**src/rtl/data_memory_pkg.sv**
```systemverilog
// Shared types and format helpers for the data memory controller.
package data_memory_pkg;

  typedef enum logic [1:0] {
    ST_IDLE  = 2'd0,
    ST_BEAT0 = 2'd1,
    ST_BEAT1 = 2'd2,
    ST_RESP  = 2'd3
  } state_e;

  localparam logic [1:0] FMT_BYTE     = 2'b00;
  localparam logic [1:0] FMT_HALF     = 2'b01;
  localparam logic [1:0] FMT_WORD     = 2'b10;
  localparam logic [1:0] FMT_DOUBLE   = 2'b11;
  localparam int         FMT_UNSIGNED = 2;

  // Access size in bytes: 1, 2, 4 or 8.
  function automatic logic [3:0] size_of(input logic [2:0] fmt);
    return 4'd1 << fmt[1:0];
  endfunction

endpackage

```
**src/rtl/data_memory_controller_load_align_extend.sv**
```systemverilog
// Combinational load path: shift the two-beat read buffer down to the access
// offset, truncate to the access size and sign- or zero-extend.
module load_align_extend
  import data_memory_pkg::*;
#(
  parameter int XLEN = 32
) (
  input  logic [2*XLEN-1:0]          buf_i,
  input  logic [$clog2(XLEN/8)-1:0]  offset_i,
  input  logic [2:0]                 fmt_i,
  output logic [XLEN-1:0]            data_o
);

  logic [XLEN-1:0] shifted;
  logic            is_unsigned;

  assign shifted     = XLEN'(buf_i >> {offset_i, 3'b000});
  assign is_unsigned = fmt_i[FMT_UNSIGNED];

  always_comb begin
    data_o = '0;
    unique case (fmt_i[1:0])
      FMT_BYTE: data_o = is_unsigned ? XLEN'(shifted[7:0])
                                     : XLEN'($signed(shifted[7:0]));
      FMT_HALF: data_o = is_unsigned ? XLEN'(shifted[15:0])
                                     : XLEN'($signed(shifted[15:0]));
      FMT_WORD: data_o = is_unsigned ? XLEN'(shifted[31:0])
                                     : XLEN'($signed(shifted[31:0]));
      default:  data_o = shifted;
    endcase
  end

endmodule

```
**src/rtl/data_memory_controller.sv**
```systemverilog
// Load/store front end: one request at a time, up to two bus beats per access,
// per-beat timeout. DATA_MEMORY_SPLIT_MISALIGNED_EN enables two-beat crossing accesses.
module data_memory_controller
  import data_memory_pkg::*;
#(
  parameter int XLEN           = 32,
  parameter int TIMEOUT_CYCLES = 16
) (
  input  logic                clock_i,
  input  logic                reset_i,
  input  logic                req_valid_i,
  output logic                req_ready_o,
  input  logic                req_write_i,
  input  logic [2:0]          req_format_i,
  input  logic [31:0]         req_address_i,
  input  logic [XLEN-1:0]     req_write_data_i,
  output logic                resp_valid_o,
  output logic [XLEN-1:0]     resp_read_data_o,
  output logic                resp_error_o,
  output logic [31:0]         bus_address_o,
  output logic [XLEN-1:0]     bus_write_data_o,
  output logic [XLEN/8-1:0]   bus_byte_enable_o,
  output logic                bus_read_enable_o,
  output logic                bus_write_enable_o,
  input  logic                bus_ready_i,
  input  logic [XLEN-1:0]     bus_read_data_i
);

  localparam int BYTES = XLEN / 8;
  localparam int OW    = $clog2(BYTES);
`ifdef DATA_MEMORY_SPLIT_MISALIGNED_EN
  localparam int LANES = 2 * BYTES;
`else
  localparam int LANES = BYTES;
`endif
  localparam int CW = (TIMEOUT_CYCLES < 2) ? 1 : $clog2(TIMEOUT_CYCLES + 1);

  state_e              state_q;
  logic                req_ready_q, resp_valid_q, resp_error_q;
  logic [XLEN-1:0]     resp_read_data_q;
  logic [31:0]         bus_address_q;
  logic [XLEN-1:0]     bus_write_data_q;
  logic [BYTES-1:0]    bus_byte_enable_q;
  logic                bus_read_enable_q, bus_write_enable_q;
  logic [2:0]          fmt_q;
  logic [OW-1:0]       offset_q;
  logic                write_q;
  logic [CW-1:0]       cnt_q;
`ifdef DATA_MEMORY_SPLIT_MISALIGNED_EN
  logic                cross_q;
  logic [BYTES-1:0]    mask_hi_q;
  logic [XLEN-1:0]     wdata_hi_q;
  logic [XLEN-1:0]     rbuf_lo_q;
`endif

  logic [OW-1:0]       offset_d;
  logic [3:0]          size_d;
  logic [4:0]          end_d;
  logic                cross_d, illegal_d, reject_d;
  logic [LANES-1:0]    mask_d;
  logic [8*LANES-1:0]  wshift_d;
  logic [2*XLEN-1:0]   align_buf;
  logic [XLEN-1:0]     align_data;

  assign offset_d  = req_address_i[OW-1:0];
  assign size_d    = size_of(req_format_i);
  assign end_d     = 5'(offset_d) + 5'(size_d);
  assign cross_d   = end_d > 5'(BYTES);
  assign illegal_d = (req_format_i[1:0] == FMT_DOUBLE) && (XLEN == 32);
  assign mask_d    = ((LANES'(1) << size_d) - LANES'(1)) << offset_d;
  assign wshift_d  = (8*LANES)'(req_write_data_i) << {offset_d, 3'b000};
`ifdef DATA_MEMORY_SPLIT_MISALIGNED_EN
  assign reject_d  = illegal_d;
  assign align_buf = (state_q == ST_BEAT1) ? {bus_read_data_i, rbuf_lo_q}
                                           : {{XLEN{1'b0}}, bus_read_data_i};
`else
  assign reject_d  = illegal_d | cross_d;
  assign align_buf = {{XLEN{1'b0}}, bus_read_data_i};
`endif

  // Aligned load data is registered in the same edge that completes the last beat.
  load_align_extend #(.XLEN(XLEN)) u_align (
    .buf_i    (align_buf),
    .offset_i (offset_q),
    .fmt_i    (fmt_q),
    .data_o   (align_data)
  );

  always_ff @(posedge clock_i) begin
    if (reset_i) begin
      state_q            <= ST_IDLE;
      req_ready_q        <= 1'b1;
      resp_valid_q       <= 1'b0;
      resp_error_q       <= 1'b0;
      resp_read_data_q   <= '0;
      bus_read_enable_q  <= 1'b0;
      bus_write_enable_q <= 1'b0;
      bus_byte_enable_q  <= '0;
    end else begin
      case (state_q)
        ST_IDLE: begin
          if (req_valid_i) begin
            req_ready_q       <= 1'b0;
            fmt_q             <= req_format_i;
            offset_q          <= offset_d;
            write_q           <= req_write_i;
            cnt_q             <= CW'(TIMEOUT_CYCLES);
            bus_address_q     <= {req_address_i[31:OW], {OW{1'b0}}};
            bus_byte_enable_q <= mask_d[BYTES-1:0];
            bus_write_data_q  <= wshift_d[XLEN-1:0];
`ifdef DATA_MEMORY_SPLIT_MISALIGNED_EN
            cross_q           <= cross_d;
            mask_hi_q         <= mask_d[LANES-1:BYTES];
            wdata_hi_q        <= wshift_d[8*LANES-1:XLEN];
`endif
            if (reject_d) begin
              state_q           <= ST_RESP;
              resp_valid_q      <= 1'b1;
              resp_error_q      <= 1'b1;
              bus_byte_enable_q <= '0;
            end else begin
              state_q            <= ST_BEAT0;
              bus_read_enable_q  <= ~req_write_i;
              bus_write_enable_q <= req_write_i;
            end
          end
        end
`ifdef DATA_MEMORY_SPLIT_MISALIGNED_EN
        ST_BEAT0, ST_BEAT1: begin
`else
        ST_BEAT0: begin
`endif
          if (bus_ready_i) begin
`ifdef DATA_MEMORY_SPLIT_MISALIGNED_EN
            if (state_q == ST_BEAT0 && cross_q) begin
              state_q           <= ST_BEAT1;
              rbuf_lo_q         <= bus_read_data_i;
              bus_address_q     <= bus_address_q + 32'(BYTES);
              bus_byte_enable_q <= mask_hi_q;
              bus_write_data_q  <= wdata_hi_q;
              cnt_q             <= CW'(TIMEOUT_CYCLES);
            end else
`endif
            begin
              state_q            <= ST_RESP;
              resp_valid_q       <= 1'b1;
              resp_read_data_q   <= write_q ? '0 : align_data;
              bus_read_enable_q  <= 1'b0;
              bus_write_enable_q <= 1'b0;
              bus_byte_enable_q  <= '0;
            end
          end else if (cnt_q == CW'(1)) begin
            state_q            <= ST_RESP;
            resp_valid_q       <= 1'b1;
            resp_error_q       <= 1'b1;
            bus_read_enable_q  <= 1'b0;
            bus_write_enable_q <= 1'b0;
            bus_byte_enable_q  <= '0;
          end else if (cnt_q != '0) begin
            cnt_q <= cnt_q - 1'b1;
          end
        end
        ST_RESP: begin
          state_q          <= ST_IDLE;
          req_ready_q      <= 1'b1;
          resp_valid_q     <= 1'b0;
          resp_error_q     <= 1'b0;
          resp_read_data_q <= '0;
        end
        default: state_q <= ST_IDLE;
      endcase
    end
  end

  assign req_ready_o        = req_ready_q;
  assign resp_valid_o       = resp_valid_q;
  assign resp_error_o       = resp_error_q;
  assign resp_read_data_o   = resp_read_data_q;
  assign bus_address_o      = bus_address_q;
  assign bus_write_data_o   = bus_write_data_q;
  assign bus_byte_enable_o  = bus_byte_enable_q;
  assign bus_read_enable_o  = bus_read_enable_q;
  assign bus_write_enable_o = bus_write_enable_q;

endmodule

```
**config.mk**
```make
export PLATFORM = sky130hd
export DESIGN_NAME = data_memory_controller
export DESIGN_NICKNAME = d
export VERILOG_FILES = /design/src/rtl/data_memory_pkg.sv /design/src/rtl/data_memory_controller_load_align_extend.sv /design/src/rtl/data_memory_controller.sv
export SDC_FILE = /design/constraint.sdc
export NUM_CORES = 1
export LEC_CHECK = 0
export CORE_MARGIN = 10
export CORE_UTILIZATION = 39
export DETAILED_ROUTE_END_ITERATION = 16
export PLACE_DENSITY = 0.84
export SYNTH_ARGS = -nofsm -noshare
export SYNTH_HDL_FRONTEND = slang
export SYNTH_SLANG_ARGS = --single-unit
```
**constraint.sdc**
```tcl
create_clock -name clock_i -period 7.2 [get_ports clock_i]
set_input_delay 1.8 -clock clock_i [delete_from_list [all_inputs] [get_ports clock_i]]
set_output_delay 1.8 -clock clock_i [all_outputs]
set_load 0.02 [all_outputs]
```
==> impl_metrics.yaml <==
finish:
  seqCellArea_um2: 3050
  multi_input_area_um2: 1910
  fillerInstances: 960
  final_nets: 715
  fin_util_pct: 61.8
  drive_gt1_share_pct: 10.4
  n_antenna_cell: 0
  area_growth_pct: 53.8
  finalNonFillerCells: 789
global_routing:
  grt_pass1_wl_um: 23900
  grt_start_max_net_pins: 66
  track_usage_pct: 17.0
  antenna_found_initial: 0
  overflow: 0
  first_global_vias: 4230
drt:
  num_vias: 4132
  ant_nets: 0
  wl_um: 15700
  viasPerCell: 5.24
  remaining_drc_errors: 0
  drt_first_iter_violations: 248
  dr.pass1.iters: 4
  routedWlPerCell_um: 19.9
sta:
  post-route-min-period_ns: 4.23
  fmax_mhz: 236
  timing.final.crit_share_pct: 58.8
  worst_slack_ns: 2.97
  drv_slew: 0
  rsz0062_at_grt: "false"
  tightest_slew_ns: 1.05
  tns_ns: 0
  slew_headroom_pct: 30.0
  clock-skew-final_ns: 0.00807
  hold_viol: 0
  setup_viol: 0
synthesis:
  yosys.area.top_type: "edfxtp_1"
  synth-edff-count: 73
  ys_ff_latch: 116
  synth_ff_type: "edfxtp_1"
  synthXorXnorAreaFrac_pct: 0.682
  seq_area_frac_synth_pct: 59.5
  synthTopCellsByArea: "edfxtp_1, dfxtp_1, mux2i_1, mux4_2, mux2_2"
  ys_types: 53
  synth_top_family_by_area: "compound AO/OA/AOI/OAI gates"
  synth_simple_gate_area_share_pct: 10.2
  async_reset_ff_share_pct: 0
  yosys.area_share.adder_pct: 1.85
  avgSynthCellArea_um2: 12.6
  synth_compound_area_share_pct: 13.8
  netlist.area_leader.share_pct: 42.7
  synth-warning-count: 0
  synthMuxAreaShare_pct: 10.3
  netlist_instances: 406
  mappedNetlistArea_um2: 5130
power_and_ir_drop:
  power_density_nw_per_um2: 242
  combPwrFrac_pct: 14.2
  pwr-share-seq_pct: 40.2
  leakagePower_nw: 2.83
  swShare_pct: 23.5
  irDropWorstVdd_mv: 0.131
  totalPowerFinal_w: 0.00191
  p_int_w: 0.00146
  p_sw_w: 0.000450
  p_clk_share_pct: 45.6
setup_path:
  crit_required_ns: 7.53
  setup.worst_path.start: "req_address_i[0]"
  crit_family: "compound AO/OA/AOI/OAI gates"
  cp_slowest_cell: "a221oi_2"
  crit_buf_inv: 2
  slowest_delay_ns: 0.50
  critPathLaunchType: "input pin"
  r2r_cells: 4
  crit_chain: "clkdlybuf4s50_1 > buf_4 > ha_1 > fa_1 > or2_2 > a221oi_2 > o2111ai_1 > a21oi_1"
  r2r_end: "resp_read_data_o[17]$_SDFFE_PP0P_"
  reg2reg_slack_ns: 4.65
  reg2reg_from: "offset_q[0]$_DFFE_PP_"
  cp_num_cells: 8
  cp_max_fo: 41
  cp-endpoint: "bus_byte_enable_o[1]$_SDFFE_PP0P_"
  critPathKind: "input pin to flop"
  crit_arrival_ns: 4.56
  end_kind: "flop"
die:
  core-area_um2: 12800
  num_rows: 41
  boundaryPins: 209
  start_util_pct: 40.2
  dieArea_um2: 18200
  die_w_um: 135
  chipHeight_um: 135
clocking:
  ctsResizeCount: 0
  root_buffer: "clkbuf_16"
  cts_setup_buffers: 0
  cts_tree: "done"
  htreeDepth: 4
  cts_hold_buf: 0
  cts_max_path_buffers: 2
  insertion_delay_ns: 0.41
  cts.sinks: 116
  clk_pin_slew_ns: 0.05
  cts_buffers: 17
place:
  dp.cells: 757
  numPortBuffers: 206
  place_congestion: 0.829
  post-place-ws_ns: 2.55
  dp_hpwl_um: 11900
status:
  status: "finished clean"
job:
  cap_violations: 0
worst_hold_path:
  worstHoldPathType: "flop to flop"
[per-stage QoR]
| stage | hold WS (ns) | area (µm²) |
|---|---|---|
| final | 0.460 | 7900 |
| after global routing | 0.496 | 7900 |
| after CTS | 0.461 | 7900 |
| after detailed placement | 0.450 | 7280 |
| after global placement | 0.445 | 7280 |
| after floorplan | 0.525 | 5140 |
[synth_stat cells, types with 3 or more instances]
library cell,instances
or2_2,3
o21ai_1,9
nand3_1,3
nand2_1,24
a221o_1,16
mux4_2,8
edfxtp_1,73
mux2i_1,18
buf_2,7
nand2b_1,4
dfxtp_1,43
buf_4,3
ha_1,6
and3_1,4
o21ai_0,14
nor3_1,5
clkbuf_1,16
inv_1,9
nor2_1,28
a221oi_1,8
a22oi_1,9
a21oi_1,16
and2_1,10
nor2b_1,11
a211oi_1,8
mux2_2,15
[worst min path at each step]
stage,from,to,slack (ns),depth (start not counted)
2_1_floorplan,resp_read_data_o[12]$_SDFFE_PP0P_,resp_read_data_o[12]$_SDFFE_PP0P_,0.53,2
5_1_grt,resp_read_data_o[27]$_SDFFE_PP0P_,resp_read_data_o[27]$_SDFFE_PP0P_,0.50,1
3_3_place_gp,bus_byte_enable_o[1]$_SDFFE_PP0P_,bus_byte_enable_o[1]$_SDFFE_PP0P_,0.45,2
6_report,bus_byte_enable_o[1]$_SDFFE_PP0P_,bus_byte_enable_o[1]$_SDFFE_PP0P_,0.46,2
3_5_place_dp,bus_byte_enable_o[1]$_SDFFE_PP0P_,bus_byte_enable_o[1]$_SDFFE_PP0P_,0.45,2
4_1_cts,bus_byte_enable_o[1]$_SDFFE_PP0P_,bus_byte_enable_o[1]$_SDFFE_PP0P_,0.46,2
[metal layers]
metal | vias to the layer above | wire length [µm] | GRT usage (%)
met4 | 0 | 239 | 7.86
met3 | 17 | 1200 | 4.71
met2 | 167 | 7830 | 28.4
li1 | 1951 | - | -
met5 | - | 0 | 0
met1 | 1997 | 6460 | 19.9
[worst min-delay path: stages, from the launching register on]
cell and delay (ns):
dfxtp_1 0.31, nand2_1 0.05, a21oi_1 0.05
[flip-flops by register name (all words and copies together) (netlist names)]
register / flops
req_ready_o: 1
write_q: 1
fmt_q: 3
resp_read_data_o: 32
cnt_q: 5
bus_byte_enable_o: 4
bus_read_enable_o: 1
bus_write_enable_o: 1
resp_valid_o: 1
bus_address_o: 30
resp_error_o: 1
state_q: 2
bus_write_data_o: 32
offset_q: 2
[final cells by class]
type,instances,share of cell area [%]
Sequential cell,116,38.7
Timing Repair Buffer,208,26.2
Multi-Input combinational cell,251,24.1
Clock inverter,14,2.33
Clock buffer,18,5.43
Inverter,10,0.475
Tap cell,172,2.73
[power groups by stage]
stage | Clock, W | Combinational [W] | Sequential (W)
final | 0.000871 | 0.000270 | 0.000768
after global routing | 0.000913 | 0.000291 | 0.000771
after CTS | 0.000888 | 0.000272 | 0.000768
after detailed placement | 0 | 0.000271 | 0.000781
after global placement | 0 | 0.000264 | 0.000779
after floorplan | 0 | 0.000106 | 0.000808
[placed cells by master (no fill, tap or decap), types with 14 or more instances in the layout]
| cell | instances |
|---|---|
| clkdlybuf4s50_1 | 205 |
| edfxtp_1 | 73 |
| dfxtp_1 | 43 |
| nor2_1 | 28 |
| nand2_1 | 24 |
| mux2i_1 | 18 |
| clkbuf_16 | 17 |
| a21oi_1 | 16 |
| a221o_1 | 16 |
| mux2_2 | 15 |
| o21ai_0 | 14 |
[logic make-up after synthesis]
kind of cell / Yosys count
flops: 116
simple gates: 102
compound gates: 95
mux: 41
buf+inv: 40
fa+ha+maj: 7
xor+xnor: 4
other cells: 1
No activity file was read; power rests on OpenSTA's default activity.
